<file path="src/rtl/hex_word_entry_if.sv">
// hex_word_entry_if: switch/button inputs and word handshake of the hex word entry block.
// Handshake: word_valid rises when the eighth nibble is entered and stays high
// until the edge that samples word_ack = 1; word is read in that same cycle.
// word_ack is ignored while word_valid = 0.
interface hex_word_entry_if;
    logic [3:0]  sw;
    logic        btn_enter;
    logic        btn_clear;
    logic        word_ack;
    logic [31:0] word;
    logic        word_valid;
    logic [3:0]  digit_count;
    logic        overrun;
    logic        dbg_full;     // FSM state for checkers: 1 = FULL, 0 = ENTRY

    modport master (
        output sw, btn_enter, btn_clear, word_ack,
        input  word, word_valid, digit_count, overrun, dbg_full
    );

    modport slave (
        input  sw, btn_enter, btn_clear, word_ack,
        output word, word_valid, digit_count, overrun, dbg_full
    );
endinterface

</file>
<file path="src/rtl/hex_word_entry.sv">
// hex_word_entry: debounces enter/clear pushbuttons and assembles a 32-bit word
// one hex nibble at a time from the switches, handing it off with valid/ack.
// Optional feature macro HEX_ENTRY_SYNC_EN: adds two-flop synchronizers on the
// buttons and switches (2 extra cycles of press latency).
module hex_word_entry #(
    parameter int DEBOUNCE_CYCLES = 1000000
) (
    input  logic             clk,
    input  logic             rst,
    hex_word_entry_if.slave  bus
);

    localparam int CW = $clog2(DEBOUNCE_CYCLES + 1);
    localparam logic [CW-1:0] CNT_LAST = CW'(DEBOUNCE_CYCLES - 1);

    typedef enum logic {
        ENTRY = 1'b0,
        FULL  = 1'b1
    } state_e;

    // Button vector index: 0 = enter, 1 = clear
    logic [1:0] db_in;
    logic [3:0] sw_use;

`ifdef HEX_ENTRY_SYNC_EN
    logic [1:0] btn_meta_q;
    logic [1:0] btn_sync_q;
    logic [3:0] sw_meta_q;
    logic [3:0] sw_sync_q;

    // Two-flop synchronizers for buttons and switches
    always_ff @(posedge clk) begin
        if (rst) begin
            btn_meta_q <= '0;
            btn_sync_q <= '0;
            sw_meta_q  <= '0;
            sw_sync_q  <= '0;
        end else begin
            btn_meta_q <= {bus.btn_clear, bus.btn_enter};
            btn_sync_q <= btn_meta_q;
            sw_meta_q  <= bus.sw;
            sw_sync_q  <= sw_meta_q;
        end
    end

    assign db_in  = btn_sync_q;
    assign sw_use = sw_sync_q;
`else
    assign db_in  = {bus.btn_clear, bus.btn_enter};
    assign sw_use = bus.sw;
`endif

    // ------------------------------------------------------------------
    // Debouncers: a level change is accepted after DEBOUNCE_CYCLES
    // consecutive samples that differ from the stable level.
    // ------------------------------------------------------------------
    logic [1:0]    db_stable_q, db_stable_d;
    logic [CW-1:0] db_cnt_q [2];
    logic [CW-1:0] db_cnt_d [2];
    logic [1:0]    press;

    // Debouncer next state and press events (rising edge of the stable level)
    always_comb begin
        for (int i = 0; i < 2; i++) begin
            db_stable_d[i] = db_stable_q[i];
            db_cnt_d[i]    = '0;
            press[i]       = 1'b0;
            if (db_in[i] != db_stable_q[i]) begin
                if (db_cnt_q[i] == CNT_LAST) begin
                    db_stable_d[i] = db_in[i];
                    press[i]       = db_in[i];
                end else begin
                    db_cnt_d[i] = db_cnt_q[i] + 1'b1;
                end
            end
        end
    end

    // Debouncer state registers
    always_ff @(posedge clk) begin
        if (rst) begin
            db_stable_q <= '0;
            for (int i = 0; i < 2; i++) db_cnt_q[i] <= '0;
        end else begin
            db_stable_q <= db_stable_d;
            for (int i = 0; i < 2; i++) db_cnt_q[i] <= db_cnt_d[i];
        end
    end

    logic enter_ev;
    logic clear_ev;
    assign enter_ev = press[0];
    assign clear_ev = press[1];

    // ------------------------------------------------------------------
    // Entry FSM
    // ------------------------------------------------------------------
    state_e      state_q, state_d;
    logic [31:0] word_q, word_d;
    logic [3:0]  count_q, count_d;
    logic        overrun_q, overrun_d;

    // Next-state logic; priority is clear > ack > enter
    always_comb begin
        state_d   = state_q;
        word_d    = word_q;
        count_d   = count_q;
        overrun_d = overrun_q;
        if (clear_ev) begin
            state_d   = ENTRY;
            word_d    = '0;
            count_d   = '0;
            overrun_d = 1'b0;
        end else begin
            case (state_q)
                ENTRY: begin
                    // word_ack is meaningless here and deliberately ignored
                    if (enter_ev) begin
                        word_d  = {word_q[27:0], sw_use};
                        count_d = count_q + 4'd1;
                        if (count_q == 4'd7) state_d = FULL;
                    end
                end
                FULL: begin
                    if (bus.word_ack) begin
                        state_d   = ENTRY;
                        word_d    = '0;
                        count_d   = '0;
                        overrun_d = 1'b0;
                    end else if (enter_ev) begin
                        overrun_d = 1'b1;
                    end
                end
                default: state_d = ENTRY;
            endcase
        end
    end

    // FSM and word registers
    always_ff @(posedge clk) begin
        if (rst) begin
            state_q   <= ENTRY;
            word_q    <= '0;
            count_q   <= '0;
            overrun_q <= 1'b0;
        end else begin
            state_q   <= state_d;
            word_q    <= word_d;
            count_q   <= count_d;
            overrun_q <= overrun_d;
        end
    end

    assign bus.word        = word_q;
    assign bus.word_valid  = (state_q == FULL);
    assign bus.digit_count = count_q;
    assign bus.overrun     = overrun_q;
    assign bus.dbg_full    = (state_q == FULL);

endmodule

</file>
<file path="src/flat_wrapper.sv">
// flat-port wrapper written by rule: the top's interface ports become plain ports
module hex_word_entry_flat 
#(
    parameter int DEBOUNCE_CYCLES = 1000000
)
  (clk, rst, bus_sw, bus_btn_enter, bus_btn_clear, bus_word_ack, bus_word, bus_word_valid, bus_digit_count, bus_overrun, bus_dbg_full);
  hex_word_entry_if bus_i ();
  input  logic clk;
  input  logic rst;
  input wire logic [$bits(bus_i.sw)-1:0] bus_sw;
  input wire logic [$bits(bus_i.btn_enter)-1:0] bus_btn_enter;
  input wire logic [$bits(bus_i.btn_clear)-1:0] bus_btn_clear;
  input wire logic [$bits(bus_i.word_ack)-1:0] bus_word_ack;
  output wire logic [$bits(bus_i.word)-1:0] bus_word;
  output wire logic [$bits(bus_i.word_valid)-1:0] bus_word_valid;
  output wire logic [$bits(bus_i.digit_count)-1:0] bus_digit_count;
  output wire logic [$bits(bus_i.overrun)-1:0] bus_overrun;
  output wire logic [$bits(bus_i.dbg_full)-1:0] bus_dbg_full;
  assign bus_i.sw = bus_sw;
  assign bus_i.btn_enter = bus_btn_enter;
  assign bus_i.btn_clear = bus_btn_clear;
  assign bus_i.word_ack = bus_word_ack;
  assign bus_word = bus_i.word;
  assign bus_word_valid = bus_i.word_valid;
  assign bus_digit_count = bus_i.digit_count;
  assign bus_overrun = bus_i.overrun;
  assign bus_dbg_full = bus_i.dbg_full;
  hex_word_entry #(.DEBOUNCE_CYCLES(DEBOUNCE_CYCLES)) u_core (.clk(clk), .rst(rst), .bus(bus_i));
endmodule
</file>
<file path="config.mk">
export PLATFORM = sky130hd
export DESIGN_NAME = hex_word_entry_flat
export DESIGN_NICKNAME = d
export VERILOG_FILES = /design/src/rtl/hex_word_entry_if.sv /design/src/rtl/hex_word_entry.sv /design/src/flat_wrapper.sv
export SDC_FILE = /design/constraint.sdc
export NUM_CORES = 1
export LEC_CHECK = 0
export CELL_PAD_IN_SITES_DETAIL_PLACEMENT = 1
export CELL_PAD_IN_SITES_GLOBAL_PLACEMENT = 2
export CORE_AREA = 5 5 91 156
export CTS_CLUSTER_SIZE = 25
export DETAILED_ROUTE_END_ITERATION = 8
export DIE_AREA = 0 0 96 161
export GPL_ROUTABILITY_DRIVEN = 0
export GPL_TIMING_DRIVEN = 0
export PLACE_DENSITY = 0.75
export REMOVE_ABC_BUFFERS = 1
export SLEW_MARGIN = 25
export SYNTH_ARGS = -nofsm -noshare
export SYNTH_HDL_FRONTEND = slang
export SYNTH_SLANG_ARGS = --single-unit
</file>
<file path="constraint.sdc">
create_clock -name clk -period 2.2 [get_ports clk]
set_input_delay 0.55 -clock clk [delete_from_list [all_inputs] [get_ports clk]]
set_output_delay 0.55 -clock clk [all_outputs]
set_load 0.005 [all_outputs]
</file>
==> metrics.md <==
| Metric | Value |
|---|---|
| Clock power share | 0.547 |
| Final ANT Viol Nets | 0 |
| Metal3 WL | 336 um |
| Largest net degree at the start of global routing | 39 |
| CTS tree | done |
| Clock root cell | clkbuf_16 |
| Worst Path Required | 2470 ps |
| Drt drc | 0 |
| Cell type with the largest total area after synthesis | dfxtp_1 |
| DRT met1 WL | 4850 um |
| GRT overflow | 0 |
| Vias after detailed routing | 3,644 |
| Die height | 161 um |
| Worst setup margin | 65.0 ps |
| Leak | 1.59 nW |
| Cts bufs inserted | 9 |
| CP Cell Sequence | or4_4 -> or4_4 -> or3_1 -> a21oi_1 |
| Critical Path Max Stage Delay | 610 ps |
| Most frequent CP cell | or4_4 |
| First-pass DRT Iterations | 4 |
| Final setup viols | 0 |
| Max_slew headroom | 0.585 |
| Met2 WL | 6350 um |
| Ys async rst share | 0 |
| Drt wl/cell | 17.3 um |
| Commonest non-fill, non-tap cell in the layout | dfxtp_1 |
| Final Net Count | 518 |
| Min Tclk post-route | 2130 ps |
| Yosys Warn Count | 0 |
| Drt via density | 5.35 |
| HPWL after DPL | 7720 um |
| Pins over their slew limit | 0 |
| Max Used Layer | met4 |
| Critical path type | flip-flop to flip-flop |
| I/O pin total | 48 |
| CP arrival | 2410 ps |
| Synth cell types | 44 |
| Cells after synthesis | 452 |
| Outcome | complete, no violations |
| Sequential share of power | 0.428 |
| Syn Area/Cell | 8.30 um2 |
| Sw Pwr | 0.000664 W |
| Post-synth top flop | dfxtp_1 |
| Maximum VDD drop | 0.000362 V |
| Vias in the first global route | 3,782 |
| Clk_lat worst skew | 340 ps |
| Initial Util | 0.293 |
| Pwr dens | 675 nW/um2 |
| Die area | 15,500 um2 |
| Global-route usage over all layers | 0.151 |
| Max Clk Rate | 468 MHz |
| Cell internal pwr | 0.00274 W |
| Worst-path fanout max | 6 |
| Register area share after synthesis | 0.427 |
| Share of cells above drive strength 1 | 0.120 |
| Most frequent cells in the layout | 80 x dfxtp_1, 50 x a21oi_1, 47 x clkdlybuf4s50_1, 44 x nand4_1, 38 x o21ai_0 |
| Synth Cell Area | 3750 um2 |
| Worst-path clk slew | 70 ps |
| Flops & latches, synth | 80 |
| Final hold viol count | 0 |
| Critical Path Source Type | flip-flop |
| Max-Cap Viols | 0 |
| Antenna violations before repair | 0 |
| Pre-CTS WS | -733 ps |
| # diodes | 0 |
| First-pass GRT wire length | 18,600 um |
| Top cells by area, synth | dfxtp_1 43%, nand4_1 7.3%, a21oi_1 6.7% |
| Rows | 55 |
| Fin crit share | 0.970 |
| Clk buf depth | 2 |
| Comb power frac | 0.025 |
| CP max stage cell | or4_4 |
| CTS H-tree depth | 3 |
| Share of Yosys cell area claimed by the top area cell type | 0.427 |
| Layout area overhead | 34.2% |
| Placed cells | 652 |
| Worst Skew | 8.32 ps |
| Core area | 12,800 um2 |
| Layout Cells excl Fill | 681 |
| Worst hold slack | 472 ps |
| Die X | 96 um |
| Hold crit path type | flip-flop to flip-flop |
| CTS Sinks | 80 |
| Detailed Route WL | 11,800 um |
| Initial DRC count | 135 |
| PortBufs | 47 |
| CP Capture Type | flip-flop |
| Sw Share | 0.195 |
| Post-synth EDFFs | 0 |
| Worst Tran Pin Value | 621 ps |
==> cells by family (layout without fill, tap and decap cells) <==
kind of cell / Yosys count / in the layout / share of synthesized area
AND/OR/NAND/NOR: 197 / 199 / 0.306
AO/OA/AOI/OAI: 104 / 105 / 0.150
adder cells (fa/ha/maj): 3 / 3 / 0.0100
flip-flops: 80 / 80 / 0.427
buffers and inverters: 41 / 96 / 0.0447
XOR/XNOR: 27 / 27 / 0.0630
==> critical path: cells and delay by family (launching register included) <==
kind,cells,cell delay (ps)
DFF,1,350
AOI/OAI and AO/OA,1,130
and+or+nand+nor,3,1590
==> repair_timing <==
| item | CTS | global route |
|---|---|---|
| hold buffers | 0 | 0 |
| hold endpoints to repair | 0 | 0 |
| pin swaps | 5 | 4 |
| setup buffers | 6 | 5 |
| gates resized for setup | 9 | 7 |
| endpoints found under the setup margin | 69 | 48 |
| gates cloned | 2 | 1 |
==> per-stage QoR <==
stage               power [W]  cell area (um2)  setup TNS (ps)   util
finish                0.00340             5040               0  0.393
CTS                   0.00344             4950               0  0.387
floorplan             0.00152             3620         -116220      -
global placement      0.00155             4310         -293570  0.337
detailed placement    0.00156             4460          -34340  0.349
global route          0.00352             5040           -12.0  0.393
==> worst paths after layout <==
path	from	end	slack (ps)	depth (start not counted)
min	u_core.db_cnt_q[0][20]$_SDFF_PP0_	u_core.db_cnt_q[0][20]$_SDFF_PP0_	470	1
min reg2reg	u_core.db_cnt_q[0][20]$_SDFF_PP0_	u_core.db_cnt_q[0][20]$_SDFF_PP0_	470	1
max	u_core.db_cnt_q[0][12]$_SDFF_PP0_	u_core.bus.digit_count[0]$_SDFFE_PP0P_	70	4
max reg2reg	u_core.db_cnt_q[0][12]$_SDFF_PP0_	u_core.bus.digit_count[0]$_SDFFE_PP0P_	70	4
==> registers in the layout, indices dropped and copies added, names as in the netlist <==
register	cells
u_core.db_cnt_q	40
u_core.bus.word	32
u_core.bus.digit_count	4
u_core.db_stable_q	2
u_core.bus.dbg_full	1
u_core.bus.overrun	1
==> synthesized netlist by cell type (2+ instances only) <==
cell	instances
a21oi_1	50
and2_1	37
and3_1	3
and4b_1	2
buf_1	2
buf_2	2
clkbuf_1	25
dfxtp_1	80
ha_1	3
inv_1	10
nand2_1	10
nand3_1	19
nand4_1	44
nand4b_1	3
nor2_1	35
nor2b_1	4
nor3_1	5
nor3b_1	3
nor4_1	7
o211ai_1	2
o21ai_0	39
o31ai_1	5
o41ai_1	2
or3_1	8
or4_1	6
or4b_1	2
or4b_2	2
xnor2_1	18
xor2_1	9
==> cell type report <==
| class | count | area [um2] |
|---|---|---|
| Multi-Input combinational cell | 334 | 2120 |
| Fill cell | 1536 | 7760 |
| Inverter | 10 | 37.5 |
| Clock buffer | 10 | 239 |
| Timing Repair Buffer | 71 | 698 |
| Sequential cell | 80 | 1600 |
| Clock inverter | 5 | 129 |
| Tap cell | 171 | 214 |
==> power groups by stage <==
stage	registers, W	logic (W)	clock network (W)
final	0.00146	0.0000852	0.00186
after CTS	0.00146	0.0000789	0.00191
after global placement	0.00149	0.0000640	0
after global routing	0.00146	0.0000924	0.00197
after detailed placement	0.00149	0.0000739	0
after floorplan	0.00149	0.0000304	0
==> layer usage <==
layer  GRT usage  vias up
li1            -     1755
met1       0.161     1813
met2       0.280       60
met3      0.0214       16
met4      0.0693        0
met5           0        -
Note: power is estimated with default switching activity, not from simulation.
